<file path="src/rtl/seq_scan_controller.sv">
// Serialises a latched word MSB-first and scores a PAT_W-bit Moore pattern match
// on the stream, reporting the hit count with a one-cycle done pulse.
module seq_scan_controller #(
    parameter int unsigned WORD_W = 20,
    parameter int unsigned PAT_W  = 4,
    parameter int unsigned CNT_W  = 5
) (
    input  logic              clk,
    input  logic              rst,
    input  logic              in_valid,
    output logic              in_ready,
    input  logic [WORD_W-1:0] in_word,
    input  logic [PAT_W-1:0]  pattern,
    input  logic              overlap,
    output logic              x_out,
    output logic              x_valid,
    output logic              hit,
    output logic [CNT_W-1:0]  hit_count,
    output logic              done,
    output logic              busy
);

    localparam int unsigned IDX_W  = (WORD_W > 1) ? $clog2(WORD_W) : 1;
    localparam int unsigned FILL_W = $clog2(PAT_W + 1);

    typedef enum logic [1:0] {
        ST_IDLE,
        ST_SHIFT,
        ST_REPORT
    } state_t;

    state_t              state_q, state_d;
    logic [WORD_W-1:0]   word_q, word_d;
    logic [PAT_W-1:0]    pat_q, pat_d;
    logic                ovl_q, ovl_d;
    logic [PAT_W-1:0]    hist_q, hist_d;
    logic [FILL_W-1:0]   fill_q, fill_d;
    logic [IDX_W-1:0]    idx_q, idx_d;
    logic [CNT_W-1:0]    cnt_q, cnt_d;
    logic                hit_q, hit_d;

    logic [FILL_W-1:0]   fill_inc;
    logic                match;

    always_comb begin
        state_d  = state_q;
        word_d   = word_q;
        pat_d    = pat_q;
        ovl_d    = ovl_q;
        hist_d   = hist_q;
        fill_d   = fill_q;
        idx_d    = idx_q;
        cnt_d    = cnt_q;
        hit_d    = hit_q;
        fill_inc = fill_q;
        match    = 1'b0;

        case (state_q)
            ST_IDLE: begin
                if (in_valid) begin
                    word_d  = in_word;
                    pat_d   = pattern;
                    ovl_d   = overlap;
                    hist_d  = '0;
                    fill_d  = '0;
                    idx_d   = '0;
                    cnt_d   = '0;
                    hit_d   = 1'b0;
                    state_d = ST_SHIFT;
                end
            end
            ST_SHIFT: begin
                // The bit on x_out this cycle enters the history at the edge.
                hist_d   = {hist_q[PAT_W-2:0], word_q[WORD_W-1]};
                word_d   = {word_q[WORD_W-2:0], 1'b0};
                fill_inc = (fill_q == FILL_W'(PAT_W)) ? fill_q : fill_q + FILL_W'(1);
                match    = (fill_inc == FILL_W'(PAT_W)) && (hist_d == pat_q);
                hit_d    = match;
                if (match && (cnt_q != '1)) begin
                    cnt_d = cnt_q + CNT_W'(1);
                end
                // Non-overlapping mode demands PAT_W fresh bits after each hit.
                fill_d = (match && !ovl_q) ? '0 : fill_inc;
                idx_d  = idx_q + IDX_W'(1);
                if (idx_q == IDX_W'(WORD_W - 1)) begin
                    state_d = ST_REPORT;
                end
            end
            ST_REPORT: begin
                hit_d   = 1'b0;
                state_d = ST_IDLE;
            end
            default: begin
                state_d = ST_IDLE;
            end
        endcase
    end

    always_ff @(posedge clk) begin
        if (rst) begin
            state_q <= ST_IDLE;
            word_q  <= '0;
            pat_q   <= '0;
            ovl_q   <= 1'b0;
            hist_q  <= '0;
            fill_q  <= '0;
            idx_q   <= '0;
            cnt_q   <= '0;
            hit_q   <= 1'b0;
        end else begin
            state_q <= state_d;
            word_q  <= word_d;
            pat_q   <= pat_d;
            ovl_q   <= ovl_d;
            hist_q  <= hist_d;
            fill_q  <= fill_d;
            idx_q   <= idx_d;
            cnt_q   <= cnt_d;
            hit_q   <= hit_d;
        end
    end

    // Outputs are forced low for the whole time rst is asserted, not just after its edge.
    assign in_ready  = !rst && (state_q == ST_IDLE);
    assign x_valid   = !rst && (state_q == ST_SHIFT);
    assign x_out     = !rst && (state_q == ST_SHIFT) && word_q[WORD_W-1];
    assign hit       = !rst && hit_q;
    assign done      = !rst && (state_q == ST_REPORT);
    assign busy      = !rst && (state_q != ST_IDLE);
    assign hit_count = rst ? '0 : cnt_q;

endmodule
</file>
<file path="config.mk">
export PLATFORM = sky130hd
export DESIGN_NAME = seq_scan_controller
export DESIGN_NICKNAME = d
export VERILOG_FILES = /design/src/rtl/seq_scan_controller.sv
export SDC_FILE = /design/constraint.sdc
export NUM_CORES = 1
export LEC_CHECK = 0
export CAP_MARGIN = 20
export CORE_MARGIN = 4
export CORE_UTILIZATION = 54
export CTS_BUF_LIST = sky130_fd_sc_hd__clkbuf_4
export DETAILED_ROUTE_END_ITERATION = 8
export GPL_TIMING_DRIVEN = 0
export PLACE_DENSITY = 0.86
export REMOVE_ABC_BUFFERS = 1
export SETUP_SLACK_MARGIN = 0.02
export SYNTH_ARGS = -nofsm -noshare
export SYNTH_HDL_FRONTEND = slang
export SYNTH_SLANG_ARGS = --single-unit
export TNS_END_PERCENT = 5
</file>
<file path="constraint.sdc">
create_clock -name clk -period 2.5 [get_ports clk]
set_clock_uncertainty 0.15 [all_clocks]
set_input_delay 0.5 -clock clk [delete_from_list [all_inputs] [get_ports clk]]
set_output_delay 0.5 -clock clk [all_outputs]
set_load 0.05 [all_outputs]
</file>
# [Word level (Yosys, flattened, before mapping)]
# Index checks and enable logic that the tools add are counted.
[word_totals] rom_bits=0 latch_bits=0 inputBits=28 mem_count=0 word_cells=60 reg_bits=44 ram_bits=0
[op_classes] multipliers=0 n_div=0 muxes=18 eq_ne=10 order_cmp=0 n_shift=0 reduce_logical=20 bitwise_logic=0 addsub=3
[ops] op="$pmux 20 s2" count=1
[ops] op="$mux 20" count=1
[ops] op="$pmux 5 s2" count=2
[ops] op="$mux 5" count=3
[ops] op="$mux 3" count=4
[ops] op="$pmux 3 s2" count=2
[ops] op="$add 5x1->5 const B" count=2
[ops] op="$logic_and 1x1->1" count=9
[ops] op="$reduce_and 2->1" count=4
[ops] op="$eq 3x3->1 const B" count=2
[ops] op="$ne 2x2->1 const B" count=3
[ops] op="$eq 5x5->1 const B" count=1
[ops] op="$ne 5x5->1 const B" count=1
[ops] op="$eq 4x4->1" count=1
[ops] op="$mux 2" count=2
[ops] op="$pmux 2 s2" count=1
[ops] op="$reduce_bool 2->1" count=2
[ops] op="$add 3x1->3 const B" count=1
[ops] op="$pmux 1 s3" count=1
[ops] op="$reduce_and 3->1" count=1
[ops] op="$reduce_bool 3->1" count=1
[ops] op="$eq 2x1->1 const B" count=1
[ops] op="$eq 2x2->1 const B" count=1
[ops] op="$logic_not 1->1" count=2
[ops] op="2 further kinds" count=2

# [Longest topological paths before layout]
[depth] word_depth=7 ltp_mapped=8 depth_no_buf=7

# [Worst setup path after synthesis]
# OpenSTA, ideal clock, no wires.
[synth_path] path_type="input to output" startpoint="in rst" endpoint="out done" path_slack_ps=-215 path_stages=3 arrival_time_ps=2065 path_cell_list="clkbuf_1 -> clkbuf_1 -> nor3b_1"
[synth_via] elab_chain_cells=2
[synth_rtl] item="start: declaration" line="9" source="input logic rst,"
[synth_rtl] item="$logic_not 1->1" line="128" source="assign done = !rst && (state_q == ST_REPORT);"
[synth_rtl] item="$logic_and 1x1->1" line="128"
[synth_rtl] item="end: declaration" line="19" source="output logic done,"
# Every way passes these cells.

# [Worst setup path after layout]
[layout_path] startpoint="in rst" endpoint="out hit_count[3]"
[layout_via] elab_chain_cells=1
[layout_rtl] item="$mux 5" line="130" source="assign hit_count = rst ? '0 : cnt_q;"
[layout_rtl] item="end: declaration" line="18" source="output logic [CNT_W-1:0] hit_count,"
# Every way passes these cells.

==> metrics.txt <==
fill cell count=328; grt ovf=0; Leak=1.033 nW; Post-synth EDFFs=0; Slew Limit Headroom=38.81%; Worst Path Max Fanout=slightly above 50; Switch Pwr=between 0.4 and 0.5 mW; combinational share of power=20.0%; ys flop type=dfxtp_1; maximum vdd drop=a little under 0.4 mV; Die X-Extent=70.24 um; I/O Pins=39; ANT cells=0; row count=22; PortBufs=38; WHS=325.7 ps; detailed placer's ending HPWL=2.799 mm; Final ANT Viol Nets=0; fin area=2557 um^2; status=complete, no violations; Worst-path clk slew=~130 ps; Final nets=around 330; CP Class=primary input to output pin; CTS root buf=clkbuf_4; Cell Area, Synth=2092 um^2; Final WS setup=88.45 ps; sw frac=between 30% and 40%; MaxCap Viol Count=0; crit share post-route=between 90 and 100%; Sequential Power Share=a little under three fifths; Final Critical Period=2412 ps; startpoint types=primary input; Tot GR Track Use=18.98%; commonest non-fill, non-tap cells in the layout=nand2_1 (61), dfxtp_1 (42), nor2_1 (34); via count=about 1900; Max Freq=just over 400 MHz; Worst EP arrival=around 1800 ps; Post-Place Cells=around 330; Initial Util=between 50 and 60%; share of post-route cells with drive strength above 1=just under 8%; wire length per cell=~13 um; via density per instance=around 5.5; synthesis-to-finish area growth=22.25%; commonest non-fill, non-tap cell in the layout=nand2_1; Clock power frac=approximately a quarter; Async SR Flop Fraction=0%; Hold WC Path Type=flop to flop; Crit path required time=between 1500 and 2000 ps; kind of end point of the critical path=output pin; Post-Route WL=about 4.5 mm; Mapped Cells=around 270; H-tree lvl count=2; register area share after synthesis=42.11%; Avg Cell Area, Syn=about 7.8 um^2; drt pass-1 iters=4; max-slew violation count=0; Cell Pwr Density=approximately 550 nW/um^2; Seq cells post-synth=44; vias in the first global route=1775; setup violators final=0; Worst Max-Slew Pin Slew=around 900 ps; Initial DRC Count=96; CTS Buf Count=5; later-pin clock latency in the skew report=roughly 360 ps; Die Y=around 70 um; clock net sink count=between 40 and 50; first-pass GRT wire length=7.672 mm; Placer Congestion=between 0.8 and 0.9; DRC Markers=0; pre-CTS setup slack=-581.4 ps; Yosys warning total=0; CTS tree=yes; Core ar.=between 3000 and 4000 um^2; Fin. Hold Viols=0; Core Util, Final=around 70%; post-synth cell types=39; Die ar.=slightly below 5000 um^2; largest net degree at the start of global routing=52; initial antenna violation count=0; placed inst area=approximately 2500 um^2; RSZ-0062 raised after global routing=no; final cell count without fillers=approximately 340; CTS Buffer Depth=2; internal power=~0.98 mW
==> layer usage <==
layer | vias to the layer above | track usage, % | share of wire, %
li1 | 981 | - | -
met1 | 851 | 24.00 | 47
met2 | 43 | 31.60 | 46
met3 | 8 | 5.612 | 5.2
met4 | 0 | 4.468 | 1.2
met5 | - | 0 | 0
==> cell families after synthesis <==
kind of cell,synth area share (%)
AO/OA/AOI/OAI,16.39
AND/OR/NAND/NOR,30.86
flip-flops,42.11
buffers and inverters,5.024
multiplexers,0.5382
XOR/XNOR,2.093
adder cells (fa/ha/maj),2.990
==> registers in the layout, indices dropped and copies added (netlist names) <==
name,flops
pat_q,4
cnt_q,5
fill_q,3
hit_q,1
hist_q,3
idx_q,5
state_q,2
ovl_q,1
word_q,20
==> power by group through the flow <==
stage | registers (mW) | clock network (mW) | logic, mW
3_5_place_dp | 0.801 | 0 | 0.279
4_1_cts | 0.788 | 0.349 | 0.283
6_report | 0.790 | 0.345 | 0.283
3_3_place_gp | 0.800 | 0 | 0.263
5_1_grt | 0.797 | 0.379 | 0.318
2_1_floorplan | 0.793 | 0 | 0.168
==> worst paths after layout <==
path | start | endpoint | slack [ps] | depth (start not counted)
setup / recovery | rst | hit_count[3] | 90 | 3
hold / removal | ovl_q | ovl_q | 330 | 2
setup reg to reg | cnt_q[0] | cnt_q[0] | 250 | 7
hold reg to reg | ovl_q | ovl_q | 330 | 2
==> repair_timing <==
action                                  4_1_cts  5_1_grt
hold buffers                                  0        0
setup buffers                                 0        0
cloned                                        1        1
resized for setup                            14        6
endpoints found under the setup margin       11        6
==> Yosys cell counts, types with 2 or more instances <==
library cell  number  area (um^2)
buf_2              6        30.03
a211oi_1           2        15.01
nand3_1           15        75.07
buf_4              2        15.01
nand3b_1           3        22.52
and2_1             2        12.51
inv_1              2        7.510
nor3_1             5        25.02
nor2_1            35        131.4
a21oi_1           18        90.09
a311oi_1          19        166.4
nand2_1           61        229.0
ha_1               5        62.56
nor2b_1            9        56.30
clkbuf_1          10        37.54
dfxtp_1           44        880.8
xnor2_1            4        35.03
o21ai_0            4        20.02
==> critical path, cell delays in order <==
cell	delay [ps]
buf_4	420
nor2b_1	90
clkdlybuf4s50_1	710
==> cell type report <==
class / instances / area, um^2 / share of cell area (%)
repair buffers: 39 / 416.7 / 16.29
clock buffers: 5 / 37.54 / 1.468
flip-flops and latches: 44 / 885.9 / 34.64
clock inverters: 3 / 18.77 / 0.7339
well taps: 48 / 60.06 / 2.348
multi-input cells: 203 / 1131 / 44.23
inverters: 2 / 7.507 / 0.2935
==> metrics by stage <==
stage,TNS [ps],power [mW]
2_1_floorplan,-266.7,0.9608
3_3_place_gp,-22270,1.063
3_5_place_dp,-3758,1.080
4_1_cts,0,1.421
5_1_grt,0,1.494
6_report,0,1.418
(Power assumes the default switching activity.)
